### src/rtl/rsa_cpu_pkg.sv
// rsa_cpu_pkg
//   Shared definitions for the RSA pipeline CPU: condition-code encodings,
//   NZCV flag bit positions and ALU opcode constants.
package rsa_cpu_pkg;

  typedef enum logic [3:0] {
    COND_EQ = 4'b0000,
    COND_NE = 4'b0001,
    COND_CS = 4'b0010,
    COND_CC = 4'b0011,
    COND_MI = 4'b0100,
    COND_PL = 4'b0101,
    COND_VS = 4'b0110,
    COND_VC = 4'b0111,
    COND_HI = 4'b1000,
    COND_LS = 4'b1001,
    COND_GE = 4'b1010,
    COND_LT = 4'b1011,
    COND_GT = 4'b1100,
    COND_LE = 4'b1101,
    COND_AL = 4'b1110,
    COND_NV = 4'b1111
  } cond_e;

  localparam int FLAG_N = 3;
  localparam int FLAG_Z = 2;
  localparam int FLAG_C = 1;
  localparam int FLAG_V = 0;

  localparam logic [2:0] ALU_ADD = 3'b000;
  localparam logic [2:0] ALU_SUB = 3'b001;
  localparam logic [2:0] ALU_AND = 3'b010;
  localparam logic [2:0] ALU_OR  = 3'b011;
  localparam logic [2:0] ALU_MOV = 3'b100;
  localparam logic [2:0] ALU_MOD = 3'b101;

endpackage

### src/rtl/cond_check.sv
// cond_check
//   Combinational evaluation of a 4-bit condition code against NZCV flags.
//   Ports:
//     cond_i  [3:0]  condition code (cond_e encoding)
//     flags_i [3:0]  {N,Z,C,V}
//     pass_o         1 when the condition holds
module cond_check
  import rsa_cpu_pkg::*;
(
  input  logic [3:0] cond_i,
  input  logic [3:0] flags_i,
  output logic       pass_o
);

  logic n, z, c, v;

  assign n = flags_i[FLAG_N];
  assign z = flags_i[FLAG_Z];
  assign c = flags_i[FLAG_C];
  assign v = flags_i[FLAG_V];

  always_comb begin
    pass_o = 1'b0;
    case (cond_e'(cond_i))
      COND_EQ: pass_o = z;
      COND_NE: pass_o = ~z;
      COND_CS: pass_o = c;
      COND_CC: pass_o = ~c;
      COND_MI: pass_o = n;
      COND_PL: pass_o = ~n;
      COND_VS: pass_o = v;
      COND_VC: pass_o = ~v;
      COND_HI: pass_o = c & ~z;
      COND_LS: pass_o = ~c | z;
      COND_GE: pass_o = (n == v);
      COND_LT: pass_o = (n != v);
      COND_GT: pass_o = ~z & (n == v);
      COND_LE: pass_o = z | (n != v);
      COND_AL: pass_o = 1'b1;
      COND_NV: pass_o = 1'b0;
      default: pass_o = 1'b0;
    endcase
  end

endmodule

### src/rtl/exec_commit_stage.sv
// exec_commit_stage
//   Execute-to-memory commit stage. Evaluates the EX instruction's condition
//   against the architectural NZCV register, updates that register, and
//   captures the gated result/control into the EX/MEM pipeline register.
//   Ports:
//     clk_i, rst_ni                     clock, async active-low reset
//     valid_i                           real instruction present in EX
//     result_i, alu_flags_i             ALU result and {N,Z,C,V}
//     wdata_i, rd_i                     store data, destination register
//     cond_i, flag_write_i              condition code, flag-setting enable
//     reg_write_i, mem_write_i,
//     mem_to_reg_i, branch_i            decoded control
//     stall_i, flush_i                  hazard-unit hold / squash
//     valid_o, reg_write_o,
//     mem_write_o, mem_to_reg_o         registered control
//     result_o, wdata_o, rd_o           registered data
//     flags_o                           architectural NZCV
//     cond_pass_o, branch_taken_o       same-cycle condition / branch result
//
// Pipeline control: flush_i has priority and loads a bubble (all zero);
// otherwise stall_i holds the EX/MEM register and the flags; otherwise the
// register advances every cycle. There is no backpressure beyond stall_i.
module exec_commit_stage
  import rsa_cpu_pkg::*;
#(
  parameter int N = 32,
  parameter int R = 4
) (
  input  logic         clk_i,
  input  logic         rst_ni,
  input  logic         valid_i,
  input  logic [N-1:0] result_i,
  input  logic [3:0]   alu_flags_i,
  input  logic [N-1:0] wdata_i,
  input  logic [R-1:0] rd_i,
  input  logic [3:0]   cond_i,
  input  logic         flag_write_i,
  input  logic         reg_write_i,
  input  logic         mem_write_i,
  input  logic         mem_to_reg_i,
  input  logic         branch_i,
  input  logic         stall_i,
  input  logic         flush_i,
  output logic         valid_o,
  output logic         reg_write_o,
  output logic         mem_write_o,
  output logic         mem_to_reg_o,
  output logic [N-1:0] result_o,
  output logic [N-1:0] wdata_o,
  output logic [R-1:0] rd_o,
  output logic [3:0]   flags_o,
  output logic         cond_pass_o,
  output logic         branch_taken_o
);

  logic [3:0]   flags_q, flags_d;
  logic         valid_q, valid_d;
  logic         reg_write_q, reg_write_d;
  logic         mem_write_q, mem_write_d;
  logic         mem_to_reg_q, mem_to_reg_d;
  logic [N-1:0] result_q, result_d;
  logic [N-1:0] wdata_q, wdata_d;
  logic [R-1:0] rd_q, rd_d;

  logic cond_pass;
  logic exec;

  // Condition is evaluated against the stored flags, so a flag-setting
  // instruction only affects the instruction after it.
  cond_check u_cond_check (
    .cond_i  (cond_i),
    .flags_i (flags_q),
    .pass_o  (cond_pass)
  );

  assign exec           = valid_i & cond_pass;
  assign cond_pass_o    = cond_pass;
  assign branch_taken_o = valid_i & branch_i & cond_pass & ~flush_i;

  always_comb begin
    flags_d = flags_q;
    if (exec & flag_write_i & ~stall_i & ~flush_i) begin
      flags_d = alu_flags_i;
    end
  end

  always_comb begin
    valid_d      = valid_q;
    reg_write_d  = reg_write_q;
    mem_write_d  = mem_write_q;
    mem_to_reg_d = mem_to_reg_q;
    result_d     = result_q;
    wdata_d      = wdata_q;
    rd_d         = rd_q;
    if (flush_i) begin
      valid_d      = 1'b0;
      reg_write_d  = 1'b0;
      mem_write_d  = 1'b0;
      mem_to_reg_d = 1'b0;
      result_d     = '0;
      wdata_d      = '0;
      rd_d         = '0;
    end else if (!stall_i) begin
      // A failed condition still advances as a valid no-op.
      valid_d      = valid_i;
      reg_write_d  = reg_write_i & exec;
      mem_write_d  = mem_write_i & exec;
      mem_to_reg_d = mem_to_reg_i & exec;
      result_d     = result_i;
      wdata_d      = wdata_i;
      rd_d         = rd_i;
    end
  end

  always_ff @(posedge clk_i or negedge rst_ni) begin
    if (!rst_ni) begin
      flags_q      <= '0;
      valid_q      <= 1'b0;
      reg_write_q  <= 1'b0;
      mem_write_q  <= 1'b0;
      mem_to_reg_q <= 1'b0;
      result_q     <= '0;
      wdata_q      <= '0;
      rd_q         <= '0;
    end else begin
      flags_q      <= flags_d;
      valid_q      <= valid_d;
      reg_write_q  <= reg_write_d;
      mem_write_q  <= mem_write_d;
      mem_to_reg_q <= mem_to_reg_d;
      result_q     <= result_d;
      wdata_q      <= wdata_d;
      rd_q         <= rd_d;
    end
  end

  assign flags_o      = flags_q;
  assign valid_o      = valid_q;
  assign reg_write_o  = reg_write_q;
  assign mem_write_o  = mem_write_q;
  assign mem_to_reg_o = mem_to_reg_q;
  assign result_o     = result_q;
  assign wdata_o      = wdata_q;
  assign rd_o         = rd_q;

endmodule

### config.mk
export PLATFORM = sky130hd
export DESIGN_NAME = exec_commit_stage
export DESIGN_NICKNAME = d
export VERILOG_FILES = /design/src/rtl/rsa_cpu_pkg.sv /design/src/rtl/cond_check.sv /design/src/rtl/exec_commit_stage.sv
export SDC_FILE = /design/constraint.sdc
export NUM_CORES = 1
export LEC_CHECK = 0
export ABC_AREA = 1
export CORE_UTILIZATION = 42
export CTS_CLUSTER_DIAMETER = 80
export DETAILED_ROUTE_END_ITERATION = 16
export GPL_TIMING_DRIVEN = 0
export PLACE_DENSITY = 0.92
export SLEW_MARGIN = 20
export SYNTH_ARGS = -nofsm -noshare
export SYNTH_HDL_FRONTEND = slang
export SYNTH_HIERARCHICAL = 1
export SYNTH_SLANG_ARGS = --single-unit
### constraint.sdc
create_clock -name clk_i -period 4.35 [get_ports clk_i]
set_clock_uncertainty 0.15 [all_clocks]
set_input_delay 0.435 -clock clk_i [delete_from_list [all_inputs] [get_ports clk_i]]
set_output_delay 0.435 -clock clk_i [all_outputs]
set_load 0.03 [all_outputs]
==> metrics.cfg <==
[sta]
hold_slack_ns=0.323
worstMarginPinSlew_ns=0.491
final-setup-viol-count=0
finalCriticalPeriod_ns=3.32
max_freq_mhz=302
maxSlewViolCount=0
fin_setup_tns_ns=0
fin_ws_ns=1.03
rsz0062_at_grt=false
hold_viol_final=0
slew_headroom=0.672
period_share=0.762

[clock_network]
cts_tree=done
clkTransAtPathRegs_ns=0.08
clk_latency_ns=0.33
h-tree-depth=3
clk_path_buf_depth=2
cts_resized=0
cts.sinks=76
cts_made_buffers=9
clock-root-buffer=clkbuf_8

[logic_synthesis]
synth-main-ff-cell=dfrtp_1
yosys_register_bits=76
synthSimpleGateAreaFrac=0.335
synth_compound_area_frac=0.0113
synth_nets=459
synth.distinct_cells=16
synth_most_common_cell=nand2_1
synth_top_family_by_area=simple AND/OR/NAND/NOR gates
synth_warnings=6
synth.area.mux_share=0
synth-xor-area-share=0
synthesis.area_um2=3100
synthTopCellsByArea=dfrtp_1 61%, nand2_1 29%, nand3_1 2.4%, buf_2 1.3%, inv_1 1.1%
synth_edf_count=0
synthArstFlopShare=1.00
avgSynthCellArea_um2=8.30
synth_seq_area_share=0.614
synth_top_cell_area_share=0.614
synth_common_cells=240 x nand2_1, 76 x dfrtp_1, 15 x nand3_1, 9 x inv_1, 8 x buf_2
syn-instance-count=373
yosys.area.top_type=dfrtp_1
synth_fa_ha_area_frac=0

[final_layout]
final_util=0.729
syn2layout_area_growth_pct=63.5
drive_above_1_share=0.0686
final_nets=635
insertedDiodeCount=0
fillers=523

[global_route]
grt_pass1_wl_mm=13.8
grt_pass1_vias=2896
antenna_found_initial=0
grt_max_degree=40
grt.total_usage=0.239
grt.overflow.total=0

[placement]
place_ws_ns=1.07
hpwl_mm=6.80
io_buffers=163
routabilityCongestion=0.945

[status]
status=finished, final reports clean

[worst_setup_path]
critPathKind=input port to output port
cp_num_buf_inv=3
crit_chain=clkdlybuf4s50_1 -> nor2_2 -> nand3_1 -> nand2_1 -> inv_1 -> nand2_1 -> nand2_1 -> nand3_1 -> nand2_1 -> nand3_2 -> nand2_1 -> nor3b_1 -> clkdlybuf4s50_1
cp_slowest_stage_delay_ns=0.70
worst_ep_arrival_time_ns=2.73
crit_required_ns=3.76
critPathMaxFanout=5
cp-end-kind=output port
crit_top_cell=nand2_1
start_kind=input port
critPathTopFamily=buffers and inverters
slowest_stage=clkdlybuf4s50_1

[die]
die-area_um2=7720
core_area_um2=6940
die_w_um=87.9
die_y_um=87.9
start_util=0.446
rows=30
pin_count=164

[drt]
post_drt_via_cell_ratio=4.64
drt-wirelength-per-cell_um=13.6
remaining_drc_errors=0
postRouteAntennaNets=0
drt-initial-drc-count=128
routed_wl_mm=8.87
drt_pass1_iterations=4
vias=3019

[pwr]
p_total_mw=1.81
powerDensity_nw_per_um2=359
leakagePower_nw=2.57
peakVddDrop_mv=0.186

[worst_hold_path]
hold_path.class=flop to flop

[job]
max_cap_viol_count=0

## metrics by stage
step	instance area, um^2	instances
after global placement	4850	632
after CTS	5060	650
final	5060	650
after global routing	5060	650
after detailed placement	4860	633
after floorplan	3100	373
## path summary, 6_finish.rpt
check | start | slack [ns] | endpoint | cells past startpoint
max | cond_i[1] | 1.03 | branch_taken_o | 13
min | wdata_o[31] | 0.32 | wdata_o[31] | 2
max reg2reg | flags_o[3] | 2.22 | flags_o[2] | 13
min reg2reg | wdata_o[31] | 0.32 | wdata_o[31] | 2
max in group asynchronous | rst_ni | 3.02 | result_o[27] | 3
min in group asynchronous | rst_ni | 0.46 | wdata_o[24] | 2
## layout by cell type (no fill, tap or decap)
master,count
a21oi_1,1
buf_12,1
buf_2,8
buf_4,5
clkbuf_1,3
clkbuf_8,12
clkdlybuf4s50_1,162
clkinv_2,3
clkinvlp_4,1
dfrtp_1,76
dlygate4sd3_1,1
inv_1,9
inv_2,2
nand2_1,240
nand3_1,15
nand3_2,1
nor2_1,3
nor2_2,5
nor3b_1,1
o211ai_1,2
o21ai_0,1
o21ai_1,2
## metal layers
metal	global-route usage	wire length, um	vias up
li1	-	-	1483
met1	0.283	3440	1382
met2	0.419	4620	134
met3	0.0509	589	20
met4	0.103	215	0
met5	0	0	-
## what timing repair did
| action | CTS | global route |
|---|---|---|
| hold endpoints to repair | 37 | 0 |
| setup buffers | 0 | 0 |
| hold buffers | 1 | 0 |
## power breakdown
| group | switching [mW] | internal, mW | leakage (nW) | total [mW] |
|---|---|---|---|---|
| Combinational | 0.286 | 0.224 | 1.46 | 0.510 |
| Clock | 0.243 | 0.251 | 0.0982 | 0.494 |
| Sequential | 0.0499 | 0.761 | 1.01 | 0.811 |
| Total | 0.579 | 1.24 | 2.57 | 1.81 |
## worst register-to-register path, delay by kind of cell (launching register included)
family | cells | cell delay, ns
AOI/OAI and AO/OA | 1 | 0.17
buffers and inverters | 1 | 0.10
DFF | 1 | 0.42
and+or+nand+nor | 11 | 1.19
## area by class of cell
type	instances	area (um^2)	area share
Clock inverter	4	22.5	0.00445
Tap cell	96	120	0.0237
Inverter	11	41.3	0.00816
Timing Repair Buffer	165	1660	0.328
Buffer	15	81.3	0.0161
Clock buffer	12	165	0.0326
Sequential cell	76	1900	0.376
Multi-Input combinational cell	271	1070	0.212
## sequential cells by signal (all words and copies together), names as in the netlist
signal	flops
mem_write_o	1
mem_to_reg_o	1
rd_o	4
result_o	32
flags_o	4
wdata_o	32
valid_o	1
reg_write_o	1
## kinds of logic (layout without fill, tap and decap cells)
| kind of cell | Yosys count | in the layout |
|---|---|---|
| buffers and inverters | 26 | 207 |
| flip-flops | 76 | 76 |
| AND/OR/NAND/NOR | 265 | 265 |
| AO/OA/AOI/OAI | 6 | 6 |
Note: power is estimated with default switching activity, not from simulation.
